$ cat config.mk
export PLATFORM = sky130hd
export DESIGN_NAME = wrap_input
export DESIGN_NICKNAME = d
export VERILOG_FILES = /design/src/rtl/wrap_input_pkg.sv /design/src/rtl/wrap_input_ctrl.sv /design/src/rtl/wrap_input.sv
export SDC_FILE = /design/constraint.sdc
export NUM_CORES = 1
export LEC_CHECK = 0
export CORE_MARGIN = 2
export CORE_UTILIZATION = 61
export CTS_CLUSTER_SIZE = 8
export DETAILED_ROUTE_END_ITERATION = 8
export PLACE_DENSITY = 0.83
export SYNTH_ARGS = -nofsm -noshare
export SYNTH_HDL_FRONTEND = slang
export SYNTH_SLANG_ARGS = --single-unit
$ cat constraint.sdc
create_clock -name clk -period 13.8 [get_ports clk]
set_clock_uncertainty 0.2 [all_clocks]
set_input_delay 2.76 -clock clk [delete_from_list [all_inputs] [get_ports clk]]
set_output_delay 2.76 -clock clk [all_outputs]
set_load 0.02 [all_outputs]
$ cat src/rtl/wrap_input_pkg.sv
// Shared types and constants for the wrap_input elastic buffer.
// Build option: define USAGE_OUT_EN to expose the occupancy count as io_usage.
package wrap_input_pkg;

    localparam int unsigned WIDTH = 32;
    localparam int unsigned DEPTH = 7;
    // Occupancy must represent 0..DEPTH inclusive.
    localparam int unsigned USZ   = $clog2(DEPTH + 1);
    localparam int unsigned PSZ   = (DEPTH > 1) ? $clog2(DEPTH) : 1;

    typedef logic [WIDTH-1:0] data_t;
    typedef logic [USZ-1:0]   cnt_t;
    typedef logic [PSZ-1:0]   ptr_t;

    localparam cnt_t CNT_FULL = cnt_t'(DEPTH);
    localparam ptr_t PTR_LAST = ptr_t'(DEPTH - 1);

    // Advance a storage pointer, wrapping explicitly after the last entry
    // so non-power-of-two depths work.
    function automatic ptr_t ptr_inc(input ptr_t p);
        if (p == PTR_LAST) begin
            return '0;
        end
        return p + ptr_t'(1);
    endfunction

endpackage

$ cat src/rtl/wrap_input_ctrl.sv
// Pointer, occupancy and handshake control for the wrap_input FIFO.
// Build option: USAGE_OUT_EN adds the usage output (the registered count).
module wrap_input_ctrl
    import wrap_input_pkg::*;
(
    input  logic clk,
    input  logic reset,
    input  logic c_valid,
    input  logic p_ready,
    output logic c_ready,
    output logic p_valid,
    output logic we,
    output ptr_t wr_ptr,
    output ptr_t rd_ptr
`ifdef USAGE_OUT_EN
    ,
    output cnt_t usage
`endif
);

    cnt_t count;
    logic push;
    logic pop;

    // Handshake flags decode from state only; no path from c_valid/p_ready to outputs.
    always_comb begin
        c_ready = (count != CNT_FULL);
        p_valid = (count != '0);
        push    = c_valid & c_ready;
        pop     = p_valid & p_ready;
        we      = push;
    end

    // Pointer and occupancy update; reset discards everything stored.
    always_ff @(posedge clk) begin
        if (reset) begin
            wr_ptr <= '0;
            rd_ptr <= '0;
            count  <= '0;
        end else begin
            if (push) begin
                wr_ptr <= ptr_inc(wr_ptr);
            end
            if (pop) begin
                rd_ptr <= ptr_inc(rd_ptr);
            end
            case ({push, pop})
                2'b10:   count <= count + cnt_t'(1);
                2'b01:   count <= count - cnt_t'(1);
                default: count <= count;
            endcase
        end
    end

`ifdef USAGE_OUT_EN
    // Count is itself a register, so usage is registered.
    assign usage = count;
`endif

endmodule

$ cat src/rtl/wrap_input.sv
// wrap_input: 7-entry, 32-bit in-order valid/ready FIFO (io_c in, io_p out).
// Build option: USAGE_OUT_EN adds io_usage reporting the current occupancy.
module wrap_input
    import wrap_input_pkg::*;
(
    input  logic             clk,
    input  logic             reset,
    input  logic             io_c_valid,
    output logic             io_c_ready,
    input  logic [WIDTH-1:0] io_c_bits,
    output logic             io_p_valid,
    input  logic             io_p_ready,
    output logic [WIDTH-1:0] io_p_bits
`ifdef USAGE_OUT_EN
    ,
    output logic [USZ-1:0]   io_usage
`endif
);

    data_t mem [DEPTH];
    logic  we;
    ptr_t  wr_ptr;
    ptr_t  rd_ptr;

    wrap_input_ctrl u_ctrl (
        .clk     (clk),
        .reset   (reset),
        .c_valid (io_c_valid),
        .p_ready (io_p_ready),
        .c_ready (io_c_ready),
        .p_valid (io_p_valid),
        .we      (we),
        .wr_ptr  (wr_ptr),
        .rd_ptr  (rd_ptr)
`ifdef USAGE_OUT_EN
        ,
        .usage   (io_usage)
`endif
    );

    // Storage is deliberately not reset; the pointers define what is live.
    always_ff @(posedge clk) begin
        if (we) begin
            mem[wr_ptr] <= io_c_bits;
        end
    end

    // Head of FIFO; don't-care while empty.
    assign io_p_bits = mem[rd_ptr];

endmodule

==> out/qor.yml <==
ctsResizeCount: 0
async_flop_share: 0
synth_top_area_frac: 0.732
place.gp.congestion: 0.742
top_usage_layer: "met2"
syn_area_per_cell_um2: 16.8
synth_ff_type: "edfxtp_1"
io_buffers: 69
synth_area_leaders: "edfxtp_1 73%, mux2i_1 11%, dfxtp_1 2.6%"
yosys.area_share.adder: 0.00354
cp-end-kind: "output port"
ios: 70
r2r-start: "u_ctrl.count[2]"
clock_sinks: 236
initial_core_util: 0.627
setup_viol: 0
path_max_fanout: 55
cts_tree: "done"
layout_commonest_cell: "edfxtp_1"
hold_viol: 0
path_clk_slew_ps: 50
routed_wl_um: 18600
hp-class: "reg2reg"
worstMarginPinSlew_ps: 1180
grt_pass1_wl_um: 29000
antennaDiodeCount: 0
synth-compound-area-share: 0.0755
nNetsFinal: 671
cp_top_family: "buffers and inverters"
met2_usage: 0.400
post-route-drc-count: 0
core-area_um2: 14600
dieArea_um2: 16100
dpl.hpwl_um: 9780
track_usage: 0.240
wire_per_inst_um: 22.6
synth_top_area_cell: "edfxtp_1"
min-delay-start: "u_ctrl.rd_ptr[2]"
post-cts-setup-buffer-count: 0
grt_pass1_vias: 5423
synth_seq_cells: 236
die_y_um: 127
mostFrequentLayoutCells: "224 x edfxtp_1, 97 x mux2i_1, 69 x clkdlybuf4s50_1"
critPathBufInv: 2
maxSlewViolCount: 0
cp_cell_sequence: "buf_4 > mux2i_1 > o21ai_0 > a21o_1 > clkdlybuf4s50_1"
post_drt_via_cell_ratio: 6.18
synthXorXnorAreaFrac: 0.00191
fmax_mhz: 153
postCtsHoldBufs: 0
cpPeakStageDelay_ps: 860
rsz0062_at_grt: "no"
synth_area_um2: 9180
worst-r2r-cell-count: 5
cts_buffers: 35
syn_to_final_growth_pct: 19.6
ant_nets: 0
synth_edf_count: 224
yosysSeqAreaShare: 0.759
cts_root_buf: "clkbuf_16"
clock_latency_ps: 500
syn-num-nets: 585
drive_gt1_frac: 0.0967
critPathSlowestCell: "buf_4"
synthMuxAreaShare: 0.106
rows: 44
status: "completed"
synth_simple_gate_area_frac: 0.0290
vias: 5098
relSlewSlack: 0.209
grtUsageMet1: 0.305
crit_required_ps: 10840
arrival_ps: 3560
htreeDepth: 2
ir_worst_vdd_mv: 0.137
rrSetupSlack_ps: 10900
use_met3: 0.0498
clk_path_buf_depth: 3
yosys_warnings: 0
power.density_nw_per_um2: 177
postSynthCellCount: 547
timing.rr.end: "mem[0][19]"
layout_min_cycle_time_ps: 6520
antenna_found_initial: 0
synth_cell_types: 30
dr.pass1.iters: 7
finalNonFillerCells: 825
die_x_um: 127
worst-path-stages: 5
synth_top_family_by_area: "multiplexers"
drt_iter0_drc: 389
setup_tns_ps: 0
grt_start_max_net_pins: 66
holdPathStages: 2
critical_path_class: "reg2out"
timing.final.crit_share: 0.472
dp_cells: 780
overflow: 0
maxCapViolCount: 0
p_leak_nw: 3.64
start_kind: "register"
==> power breakdown <==
group	total, W	leakage (nW)	switching [W]	internal, W
sequential	0.000843	2.14	0.0000332	0.000810
combinational	0.000348	1.03	0.000179	0.000169
clock	0.000747	0.466	0.000275	0.000472
==> final cells by class <==
class | instances | area, um^2
inverter | 7 | 26.3
tap | 184 | 230
clock inverter | 4 | 56.3
clock buffer | 41 | 898
multi-input combinational | 273 | 2020
sequential | 236 | 6970
timing repair buffer | 80 | 773
fill | 848 | 3660
==> kinds of logic (layout without fill, tap and decap cells) <==
| family | Yosys count | after routing |
|---|---|---|
| fa+ha+maj | 2 | 2 |
| buf+inv | 38 | 132 |
| xor+xnor | 2 | 2 |
| simple gates | 60 | 60 |
| compound gates | 112 | 112 |
| mux | 97 | 97 |
| flops | 236 | 236 |
==> worst max path at each step <==
stage                               to  startpoint
after floorplan              mem[0][0]  io_c_valid
after global placement    io_p_bits[0]    register
after detailed placement  io_p_bits[4]    register
after CTS                 io_p_bits[4]    register
after global routing      io_p_bits[4]    register
final                     io_p_bits[4]    register
==> layer usage <==
metal | routed length, um | share of wire
met1 | 7390 | 0.40
met3 | 1330 | 0.071
met4 | 555 | 0.030
met5 | 0 | 0
met2 | 9360 | 0.50
==> state kept, by name (all words and copies together), names as in the netlist, named ones only <==
name and cells:
u_ctrl.wr_ptr 3, mem 224, u_ctrl.rd_ptr 3, u_ctrl.count 3
==> through the flow <==
step | hold WS [ps] | setup slack, ps | cell area (um^2) | util | total power [W]
floorplan | 284 | 7150 | 9180 | - | 0.00108
global placement | 293 | 7970 | 10000 | 0.685 | 0.00119
detailed placement | 348 | 7830 | 10000 | 0.685 | 0.00120
CTS | 359 | 7210 | 11000 | 0.750 | 0.00195
global route | 396 | 7130 | 11000 | 0.750 | 0.00200
finish | 374 | 7280 | 11000 | 0.750 | 0.00194
==> worst min-delay path, stage by stage (launching register included) <==
cell	delay (ps)
dfxtp_1	330
o21ai_0	90
a21oi_1	90
==> synth_stat cells, types with 3 or more instances <==
| cell | count |
|---|---|
| nor3_1 | 7 |
| dfxtp_1 | 12 |
| nand2_1 | 35 |
| a21oi_1 | 8 |
| mux2i_1 | 97 |
| o21ai_0 | 37 |
| o22ai_1 | 32 |
| nand2b_1 | 3 |
| buf_2 | 3 |
| a21o_1 | 32 |
| nor2_1 | 7 |
| inv_1 | 6 |
| clkbuf_1 | 13 |
| buf_6 | 10 |
| buf_4 | 4 |
| edfxtp_1 | 224 |
Power figures use the tool's default switching activity.
